==> src/rtl/pipeline_hazard_ctrl_if.sv <==
// Control bundle between the decode/EX stages and the hazard sequencer:
// ID/EX status inputs plus PC, IF/ID and ID/EX write/flush controls and counters.
interface pipeline_hazard_ctrl_if #(
  parameter int CNT_W = 32
);
  logic             id_valid;
  logic [4:0]       id_rs1;
  logic [4:0]       id_rs2;
  logic             id_use_rs1;
  logic             id_use_rs2;
  logic             id_halt;
  logic             id_fence;
  logic             ex_memread;
  logic [4:0]       ex_rd;
  logic             ex_redirect;
  logic             pc_write;
  logic             ifid_write;
  logic             ifid_flush;
  logic             idex_flush;
  logic             halted;
  logic [CNT_W-1:0] stall_cnt;
  logic [CNT_W-1:0] flush_cnt;

  modport master (
    output id_valid, id_rs1, id_rs2, id_use_rs1, id_use_rs2, id_halt, id_fence,
    output ex_memread, ex_rd, ex_redirect,
    input  pc_write, ifid_write, ifid_flush, idex_flush, halted, stall_cnt, flush_cnt
  );

  modport slave (
    input  id_valid, id_rs1, id_rs2, id_use_rs1, id_use_rs2, id_halt, id_fence,
    input  ex_memread, ex_rd, ex_redirect,
    output pc_write, ifid_write, ifid_flush, idex_flush, halted, stall_cnt, flush_cnt
  );
endinterface

==> src/rtl/pipeline_hazard_ctrl.sv <==
// Pipeline sequencer: load-use stalls, redirect squash, FENCE drain/resume and
// EBREAK/ECALL drain/halt, with saturating stall and flush counters.
module pipeline_hazard_ctrl #(
  parameter int DRAIN_CYCLES = 3,
  parameter int CNT_W        = 32
) (
  input logic                   clk,
  input logic                   rst,
  pipeline_hazard_ctrl_if.slave bus
);
  localparam int DCNT_W = $clog2(DRAIN_CYCLES) + 1;
  localparam logic [DCNT_W-1:0] DRAIN_LAST = DCNT_W'(DRAIN_CYCLES - 1);

  typedef enum logic [1:0] {S_RUN, S_DRAIN, S_HALTED} state_e;
  typedef enum logic [1:0] {K_FENCE = 2'd1, K_HALT = 2'd2} kind_e;

  state_e            state_q, state_d;
  kind_e             kind_q, kind_d;
  logic [DCNT_W-1:0] cnt_q, cnt_d;
  logic [CNT_W-1:0]  perf_q [2];
  logic [CNT_W-1:0]  perf_d [2];
  logic [1:0]        perf_inc;
  logic              load_use;
  logic              pc_write, ifid_write, ifid_flush, idex_flush, halted;

  assign load_use = bus.ex_memread && (bus.ex_rd != 5'd0) && bus.id_valid &&
                    ((bus.id_use_rs1 && (bus.id_rs1 == bus.ex_rd)) ||
                     (bus.id_use_rs2 && (bus.id_rs2 == bus.ex_rd)));

  always_comb begin
    state_d    = state_q;
    kind_d     = kind_q;
    cnt_d      = cnt_q;
    pc_write   = 1'b0;
    ifid_write = 1'b0;
    ifid_flush = 1'b0;
    idex_flush = 1'b0;
    halted     = 1'b0;
    perf_inc   = 2'b00;
    if (rst) begin
      ifid_flush = 1'b1;
      idex_flush = 1'b1;
      state_d    = S_RUN;
      kind_d     = K_FENCE;
      cnt_d      = '0;
    end else begin
      unique case (state_q)
        S_RUN: begin
          pc_write   = 1'b1;
          ifid_write = 1'b1;
          // Redirect outranks everything: the ID instruction is on the wrong path.
          if (bus.ex_redirect) begin
            ifid_flush  = 1'b1;
            idex_flush  = 1'b1;
            perf_inc[1] = 1'b1;
          end else if (load_use) begin
            pc_write    = 1'b0;
            ifid_write  = 1'b0;
            idex_flush  = 1'b1;
            perf_inc[0] = 1'b1;
          end else if (bus.id_valid && (bus.id_halt || bus.id_fence)) begin
            pc_write   = 1'b0;
            ifid_write = 1'b0;
            idex_flush = 1'b1;
            state_d    = S_DRAIN;
            cnt_d      = DRAIN_LAST;
            kind_d     = bus.id_halt ? K_HALT : K_FENCE;
          end
        end
        S_DRAIN: begin
          idex_flush = 1'b1;
          if (cnt_q == '0) begin
            if (kind_q == K_HALT) begin
              state_d = S_HALTED;
            end else begin
              // FENCE exit: IF/ID overwrites the FENCE with its successor.
              pc_write   = 1'b1;
              ifid_write = 1'b1;
              state_d    = S_RUN;
            end
          end else begin
            cnt_d = cnt_q - DCNT_W'(1);
          end
        end
        S_HALTED: begin
          halted     = 1'b1;
          idex_flush = 1'b1;
        end
        default: state_d = S_RUN;
      endcase
    end
  end

  for (genvar gi = 0; gi < 2; gi++) begin : g_perf
    assign perf_d[gi] = (perf_inc[gi] && (perf_q[gi] != '1)) ? perf_q[gi] + CNT_W'(1)
                                                              : perf_q[gi];
  end

  always_ff @(posedge clk) begin
    if (rst) begin
      state_q   <= S_RUN;
      kind_q    <= K_FENCE;
      cnt_q     <= '0;
      perf_q[0] <= '0;
      perf_q[1] <= '0;
    end else begin
      state_q   <= state_d;
      kind_q    <= kind_d;
      cnt_q     <= cnt_d;
      perf_q[0] <= perf_d[0];
      perf_q[1] <= perf_d[1];
    end
  end

  assign bus.pc_write   = pc_write;
  assign bus.ifid_write = ifid_write;
  assign bus.ifid_flush = ifid_flush;
  assign bus.idex_flush = idex_flush;
  assign bus.halted     = halted;
  assign bus.stall_cnt  = perf_q[0];
  assign bus.flush_cnt  = perf_q[1];
endmodule

==> src/flat_wrapper.sv <==
// flat-port wrapper written by rule: the top's interface ports become plain ports
module pipeline_hazard_ctrl_flat 
#(
  parameter int DRAIN_CYCLES = 3,
  parameter int CNT_W        = 32
)
  (clk, rst, bus_id_valid, bus_id_rs1, bus_id_rs2, bus_id_use_rs1, bus_id_use_rs2, bus_id_halt, bus_id_fence, bus_ex_memread, bus_ex_rd, bus_ex_redirect, bus_pc_write, bus_ifid_write, bus_ifid_flush, bus_idex_flush, bus_halted, bus_stall_cnt, bus_flush_cnt);
  pipeline_hazard_ctrl_if #(.CNT_W(CNT_W)) bus_i ();
  input logic clk;
  input logic rst;
  input wire logic [$bits(bus_i.id_valid)-1:0] bus_id_valid;
  input wire logic [$bits(bus_i.id_rs1)-1:0] bus_id_rs1;
  input wire logic [$bits(bus_i.id_rs2)-1:0] bus_id_rs2;
  input wire logic [$bits(bus_i.id_use_rs1)-1:0] bus_id_use_rs1;
  input wire logic [$bits(bus_i.id_use_rs2)-1:0] bus_id_use_rs2;
  input wire logic [$bits(bus_i.id_halt)-1:0] bus_id_halt;
  input wire logic [$bits(bus_i.id_fence)-1:0] bus_id_fence;
  input wire logic [$bits(bus_i.ex_memread)-1:0] bus_ex_memread;
  input wire logic [$bits(bus_i.ex_rd)-1:0] bus_ex_rd;
  input wire logic [$bits(bus_i.ex_redirect)-1:0] bus_ex_redirect;
  output wire logic [$bits(bus_i.pc_write)-1:0] bus_pc_write;
  output wire logic [$bits(bus_i.ifid_write)-1:0] bus_ifid_write;
  output wire logic [$bits(bus_i.ifid_flush)-1:0] bus_ifid_flush;
  output wire logic [$bits(bus_i.idex_flush)-1:0] bus_idex_flush;
  output wire logic [$bits(bus_i.halted)-1:0] bus_halted;
  output wire logic [$bits(bus_i.stall_cnt)-1:0] bus_stall_cnt;
  output wire logic [$bits(bus_i.flush_cnt)-1:0] bus_flush_cnt;
  assign bus_i.id_valid = bus_id_valid;
  assign bus_i.id_rs1 = bus_id_rs1;
  assign bus_i.id_rs2 = bus_id_rs2;
  assign bus_i.id_use_rs1 = bus_id_use_rs1;
  assign bus_i.id_use_rs2 = bus_id_use_rs2;
  assign bus_i.id_halt = bus_id_halt;
  assign bus_i.id_fence = bus_id_fence;
  assign bus_i.ex_memread = bus_ex_memread;
  assign bus_i.ex_rd = bus_ex_rd;
  assign bus_i.ex_redirect = bus_ex_redirect;
  assign bus_pc_write = bus_i.pc_write;
  assign bus_ifid_write = bus_i.ifid_write;
  assign bus_ifid_flush = bus_i.ifid_flush;
  assign bus_idex_flush = bus_i.idex_flush;
  assign bus_halted = bus_i.halted;
  assign bus_stall_cnt = bus_i.stall_cnt;
  assign bus_flush_cnt = bus_i.flush_cnt;
  pipeline_hazard_ctrl #(.DRAIN_CYCLES(DRAIN_CYCLES), .CNT_W(CNT_W)) u_core (.clk(clk), .rst(rst), .bus(bus_i));
endmodule
==> config.mk <==
export PLATFORM = sky130hd
export DESIGN_NAME = pipeline_hazard_ctrl_flat
export DESIGN_NICKNAME = d
export VERILOG_FILES = /design/src/rtl/pipeline_hazard_ctrl_if.sv /design/src/rtl/pipeline_hazard_ctrl.sv /design/src/flat_wrapper.sv
export SDC_FILE = /design/constraint.sdc
export NUM_CORES = 1
export LEC_CHECK = 0
export ABC_AREA = 1
export CELL_PAD_IN_SITES_DETAIL_PLACEMENT = 1
export CELL_PAD_IN_SITES_GLOBAL_PLACEMENT = 1
export CORE_MARGIN = 3
export CORE_UTILIZATION = 35
export DETAILED_ROUTE_END_ITERATION = 16
export DONT_BUFFER_PORTS = 1
export GPL_ROUTABILITY_DRIVEN = 0
export PLACE_DENSITY_LB_ADDON = 0.1
export SLEW_MARGIN = 10
export SYNTH_ARGS = -nofsm -noshare
export SYNTH_HDL_FRONTEND = slang
export SYNTH_SLANG_ARGS = --single-unit
==> constraint.sdc <==
create_clock -name clk -period 5.2 [get_ports clk]
set_input_delay 0.78 -clock clk [delete_from_list [all_inputs] [get_ports clk]]
set_output_delay 0.78 -clock clk [all_outputs]
set_load 0.005 [all_outputs]
==> results of run 1 <==
## metal layers
layer / vias up / GRT usage / wire (um)
li1: 2311 / - / -
met1: 2176 / 0.197 / 5390
met2: 71 / 0.376 / 7200
met3: 13 / 0.0669 / 789
met4: 0 / 0.0429 / 140
met5: - / 0 / 0
## metrics by stage
step | hold slack, ps | cell area (sq um)
after floorplan | 440 | 4530
after global placement | 445 | 4620
after detailed placement | 465 | 4620
after CTS | 473 | 4930
after global routing | 494 | 4930
final | 470 | 4930
## critical path: stages (launching register included)
cell and delay, ps:
dfxtp_1 370, inv_1 100, ha_1 290, nand2_1 160, inv_1 100, or2_2 270
o21bai_1 150, nand2_1 80
## cell type report
type	count	share of cell area
sequential	71	0.288
inverter	81	0.0626
timing repair buffer	1	0.00152
clock buffer	13	0.0548
clock inverter	3	0.00811
tap	168	0.0426
multi-input combinational	565	0.542
## worst paths after layout
kind                     startpoint                  end  slack (ps)  depth (start not counted)
setup / recovery  u_core.state_q[0]       bus_idex_flush        2560                          7
hold / removal     u_core.kind_q[1]     u_core.kind_q[1]         470                          2
setup reg to reg  u_core.state_q[0]  u_core.perf_q[0][7]        2630                          9
hold reg to reg    u_core.kind_q[1]     u_core.kind_q[1]         470                          2
## synth_stat cells
| library cell | count |
|---|---|
| dfxtp_1 | 71 |
| clkbuf_4 | 1 |
| nor3_2 | 1 |
| or2_2 | 1 |
| buf_2 | 6 |
| xor2_1 | 11 |
| nand3_2 | 10 |
| inv_1 | 78 |
| nor2_1 | 135 |
| nor3_1 | 19 |
| ha_1 | 8 |
| buf_12 | 1 |
| nor2_2 | 2 |
| o21ai_1 | 1 |
| o21ai_0 | 10 |
| o211ai_1 | 1 |
| clkbuf_1 | 4 |
| nor2_4 | 3 |
| nand3_4 | 1 |
| xnor2_1 | 8 |
| nand4_1 | 17 |
| buf_6 | 4 |
| nand3b_4 | 1 |
| nand3_1 | 46 |
| and3_1 | 2 |
| nand2_2 | 1 |
| clkinv_1 | 1 |
| a211oi_1 | 1 |
| buf_4 | 1 |
| o21bai_1 | 8 |
| nand2_1 | 223 |
| clkinv_4 | 1 |
| a21oi_1 | 51 |
| inv_2 | 1 |
| nand3b_1 | 4 |
## sequential cells by signal (all words and copies together) (netlist names)
name,count
u_core.cnt_q,3
u_core.state_q,2
u_core.kind_q,2
u_core.perf_q,64
## report_power, final
part	internal (uW)	switching, uW
combinational	96.0	197
clock	409	236
sequential	570	17.6
## logic make-up (layout without fill, tap and decap cells)
group | Yosys count | after routing
flip-flops | 71 | 71
XOR/XNOR | 19 | 19
AO/OA/AOI/OAI | 72 | 72
AND/OR/NAND/NOR | 466 | 466
buffers and inverters | 98 | 98
adder cells (fa/ha/maj) | 8 | 8
==> metrics.md, run 1 <==
| Metric | Value |
|---|---|
| Synth Area in Simple Gates | 0.447 |
| Post-Synth XOR/XNOR Area | 0.0367 |
| Status | complete, no violations |
| Layout fillers | 1687 |
| Vias per cell | 5.07 |
| CP Class | flip-flop to output port |
| Post-layout min period | 2640 ps |
| Setup violations, final | 0 |
| Adder-cell share of the synthesized area | 0.0221 |
| Proportion of synthesized area in mux cells | 0 |
| Critical path peak fanout | 7 |
| Place WS | 2450 ps |
| CTS tree | done |
| Crit path DAT | 1860 ps |
| Compound-cell area share of the yosys netlist | 0.0850 |
| Max Slew Vio Count | 0 |
| First-pass GRT wire length | 22700 um |
| Layout Nets | 761 |
| Placed cells | 886 |
| HPWL after DPL | 10300 um |
| Most frequent cells in the layout | nand2_1 (223), nor2_1 (135), inv_1 (78) |
| Register area share after synthesis | 0.314 |
| Most common cell after layout, fill and taps aside | nand2_1 |
| Die X | 120 um |
| Starting DRT DRC Count | 157 |
| Vias in the first global route | 4754 |
| Vias | 4571 |
| Initial core utilization | 0.368 |
| Total power | 1530 uW |
| Leakage | 0.00191 uW |
| Setup repair bufs after CTS | 0 |
| Setup ws final | 2560 ps |
| CP required | 4420 ps |
| Setup crit end kind | output port |
| RSZ-0062 raised after global routing | no |
| Root buffer cell | clkbuf_16 |
| Total global routing overflow | 0 |
| FMAX | 379 MHz |
| Row cnt | 40 |
| Slew HR | 0.291 |
| Post-synth net total | 766 |
| Fin. Hold Viols | 0 |
| Final Util | 0.401 |
| Wirelength per Cell | 15.0 um |
| Clock H-tree levels | 3 |
| Syn. warnings | 0 |
| Top Ports | 93 |
| Overall global routing resource usage | 0.193 |
| Share of cells above drive strength 1 | 0.0518 |
| Footprint of the multi-input gates | 2680 sq um |
| Synth-to-Final Area Change | 8.89% |
| Cts hold-fix bufs | 0 |
| Clock latency on the worst-skew pair | 340 ps |
| Max-cap violations | 0 |
| Synthesized area | 4530 sq um |
| Routed WL | 13500 um |
| DRC viols | 0 |
| Ranking of synthesized cells by area | dfxtp_1 (31%), nand2_1 (18%), nor2_1 (11%), inv_1 (6.5%), a21oi_1 (5.6%) |
| Cells after synthesis | 734 |
| Die area | 14300 sq um |
| Core Box Area | 12300 sq um |
| Pre-Repair DR Iteration Count | 4 |
| Synth Register Bits | 71 |
| Netlist cell types | 35 |
| Clk_skew | 5.98 ps |
| Area share of the largest cell type after synthesis | 0.314 |
| Post-synthesis area per instance | 6.17 sq um |
| Slew @ Worst Pin | 1060 ps |
| CTS Buf Count | 9 |
| Pwr dens | 309 nW/um^2 |
| Clock sink total | 71 |
| Clock Path Buffers | 2 |
| Clk slew on worst S/H paths | 50 ps |
| Die height | 120 um |
| FF+latch area | 1420 sq um |
| Largest family of logic cells by synthesized area | simple AND/OR/NAND/NOR gates |
| Worst min-delay path class | flip-flop to flip-flop |
| Post-CTS Resized | 0 |
| Largest net degree at the start of global routing | 46 |
| Final ANT Viol Nets | 0 |
| Port bufs | 0 |
| Peak supply drop | 0.000204 V |
| Startpoint Class | flip-flop |
| Antenna Cells | 0 |
| Ratio of final minimum period to clock period | 0.507 |
| Initial antenna violation count | 0 |
| Setup TNS | 0 ps |
| Leading area contributor after synthesis | dfxtp_1 |
| Finished Layout Cells | 902 |
Note: power is estimated with default switching activity, not from simulation.
==> run 2: changes to the inputs <==
==> constraint.sdc (replaced) <==
create_clock -name clk -period 2.3 [get_ports clk]
set_input_delay 0.345 -clock clk [delete_from_list [all_inputs] [get_ports clk]]
set_output_delay 0.345 -clock clk [all_outputs]
set_load 0.005 [all_outputs]
==> run 2 against run 1 <==
Against the previous run:
- first-iteration DRC count up 37%
- hold slack worse by 390 ps
- largest cell class unchanged
- critical endpoint unchanged
- power up 120%
- routed wire length up 8.5%
- final area up 4.4%
- sequential power up 120%
- clock power up 98%
==> metrics.md, run 2 (synthesized netlist as in run 1, its figures left out) <==
| Metric | Value |
|---|---|
| Core Box Area | 12300 sq um |
| Peak supply drop | 0.000435 V |
| Max reg flops | 64 |
| Cells along the critical path | inv_1 -> ha_1 -> buf_4 -> nand2_2 -> inv_1 -> or2_2 -> o21bai_1 -> nand2_1 |
| Hold slack | 80.6 ps |
| NetSw | 1050 uW |
| Antenna Cells | 0 |
| Delay-heaviest family, CP | simple AND/OR/NAND/NOR gates |
| Most frequent CP cell | inv_1 |
| Max-cap violations | 0 |
| Starting DRT DRC Count | 215 |
| Setup violations, final | 0 |
| Routed WL | 14700 um |
| Slew @ Worst Pin | 655 ps |
| CTS tree | done |
| Crit path DAT | 1820 ps |
| Worst min-delay path class | primary input to flip-flop |
| Clock sink total | 71 |
| Total global routing overflow | 0 |
| Clock Path Buffers | 2 |
| Setup repair bufs after CTS | 0 |
| Post-layout min period | 2170 ps |
| CP required | 1960 ps |
| Setup crit end kind | output port |
| Largest net degree at the start of global routing | 35 |
| Cts hold-fix bufs | 0 |
| Fin. Hold Viols | 0 |
| Root buffer cell | clkbuf_16 |
| Final ANT Viol Nets | 0 |
| Vias in the first global route | 5046 |
| Die area | 14300 sq um |
| Slew HR | 0.563 |
| Largest stage delay, worst path | 350 ps |
| Slowest CP cell | dfxtp_1 |
| DRC viols | 0 |
| Most frequent cells in the layout | nand2_1 (222), nor2_1 (133), inv_1 (78) |
| Cell internal pwr | 2320 uW |
| Row cnt | 40 |
| Most common cell after layout, fill and taps aside | nand2_1 |
| Initial antenna violation count | 0 |
| Wirelength per Cell | 15.7 um |
| First-pass GRT wire length | 24500 um |
| Initial core utilization | 0.368 |
| Final Util | 0.418 |
| Clock latency on the worst-skew pair | 340 ps |
| Ratio of final minimum period to clock period | 0.943 |
| Clock H-tree levels | 3 |
| HPWL after DPL | 11300 um |
| Overall global routing resource usage | 0.211 |
| Die X | 120 um |
| Critical path peak fanout | 6 |
| Hold path depth | 1 |
| Vias per cell | 5.08 |
| Share of cells above drive strength 1 | 0.0927 |
| Clk_skew | 6.73 ps |
| RSZ-0062 raised after global routing | yes |
| FMAX | 461 MHz |
| Vias | 4747 |
| Reg2reg path depth | 9 |
| Seq pwr share | 0.393 |
| Pwr dens | 654 nW/um^2 |
| Clk slew on worst S/H paths | 50 ps |
| Pre-Repair DR Iteration Count | 4 |
| Startpoint Class | flip-flop |
| Max Slew Vio Count | 0 |
| Leakage | 0.00205 uW |
| Top Ports | 93 |
| WP depth | 8 |
| CTS Buf Count | 9 |
| Switching part of the total | 0.310 |
| CP Class | flip-flop to output port |
| Die height | 120 um |
| Top flop regs | u_core.perf_q: 64 flops, u_core.cnt_q: 3 flops |
| Port bufs | 0 |
| Layout fillers | 1665 |
| Synth-to-Final Area Change | 13.6% |
| Clock power frac | 0.381 |
| Logic pwr share | 0.226 |
| Layout Nets | 794 |
| Crit path buffers/inverters | 3 |
| Register with the most flip-flops | u_core.perf_q |
| Status | complete, no violations |
[run 2: final timing paths]
path,endpoint,slack [ps],start
hold reg to reg,u_core.kind_q[1],460,u_core.kind_q[1]
hold / removal,u_core.kind_q[1],80,rst
setup / recovery,bus_idex_flush,130,u_core.state_q[0]
setup reg to reg,u_core.perf_q[0][6],210,u_core.state_q[1]
[run 2: worst register-to-register path, cell delays in order (launching register included)]
cell and delay [ps]:
dfxtp_1 330, inv_1 100, ha_1 190, inv_1 60
nor3_1 220, nand3_2 240, nor2_2 580, nand2_1 130
nand2_1 90, nor2_1 50
[run 2: metal layers]
layer  GRT usage  share of wire
met1       0.224           0.41
met2       0.399           0.52
met3      0.0631          0.049
met4      0.0594          0.019
met5           0              0
[run 2: area by class of cell]
cell class	count	area, sq um	share of cell area
clock inverter	1	5.00	0.000972
sequential	71	1420	0.276
inverter	81	309	0.0600
multi-input combinational	567	2710	0.526
clock buffer	14	254	0.0493
tap	168	210	0.0408
timing repair buffer	32	244	0.0474
[run 2: power by group through the flow]
| stage | clock (uW) | sequential, uW | combinational [uW] |
|---|---|---|---|
| 6_report | 1280 | 1320 | 760 |
| 5_1_grt | 1370 | 1330 | 876 |
| 4_1_cts | 1320 | 1330 | 764 |
| 3_5_place_dp | 0 | 1350 | 759 |
| 3_3_place_gp | 0 | 1350 | 706 |
| 2_1_floorplan | 0 | 1350 | 557 |
[run 2: through the flow]
step	total power (uW)	setup TNS, ps	std cells	instance area, sq um	setup slack, ps
after floorplan	1900	0	734	4530	480
after global placement	2050	0	917	4860	68.2
final	3370	0	934	5150	131
after CTS	3410	0	933	5130	53.5
after global routing	3580	-1.06	934	5150	-1.06
after detailed placement	2110	-548	917	4860	-93.0
[run 2: what timing repair did]
action,CTS,global route
pin swaps,1,3
resized for setup,1,5
endpoints found under the setup margin,17,23
gates cloned,1,1
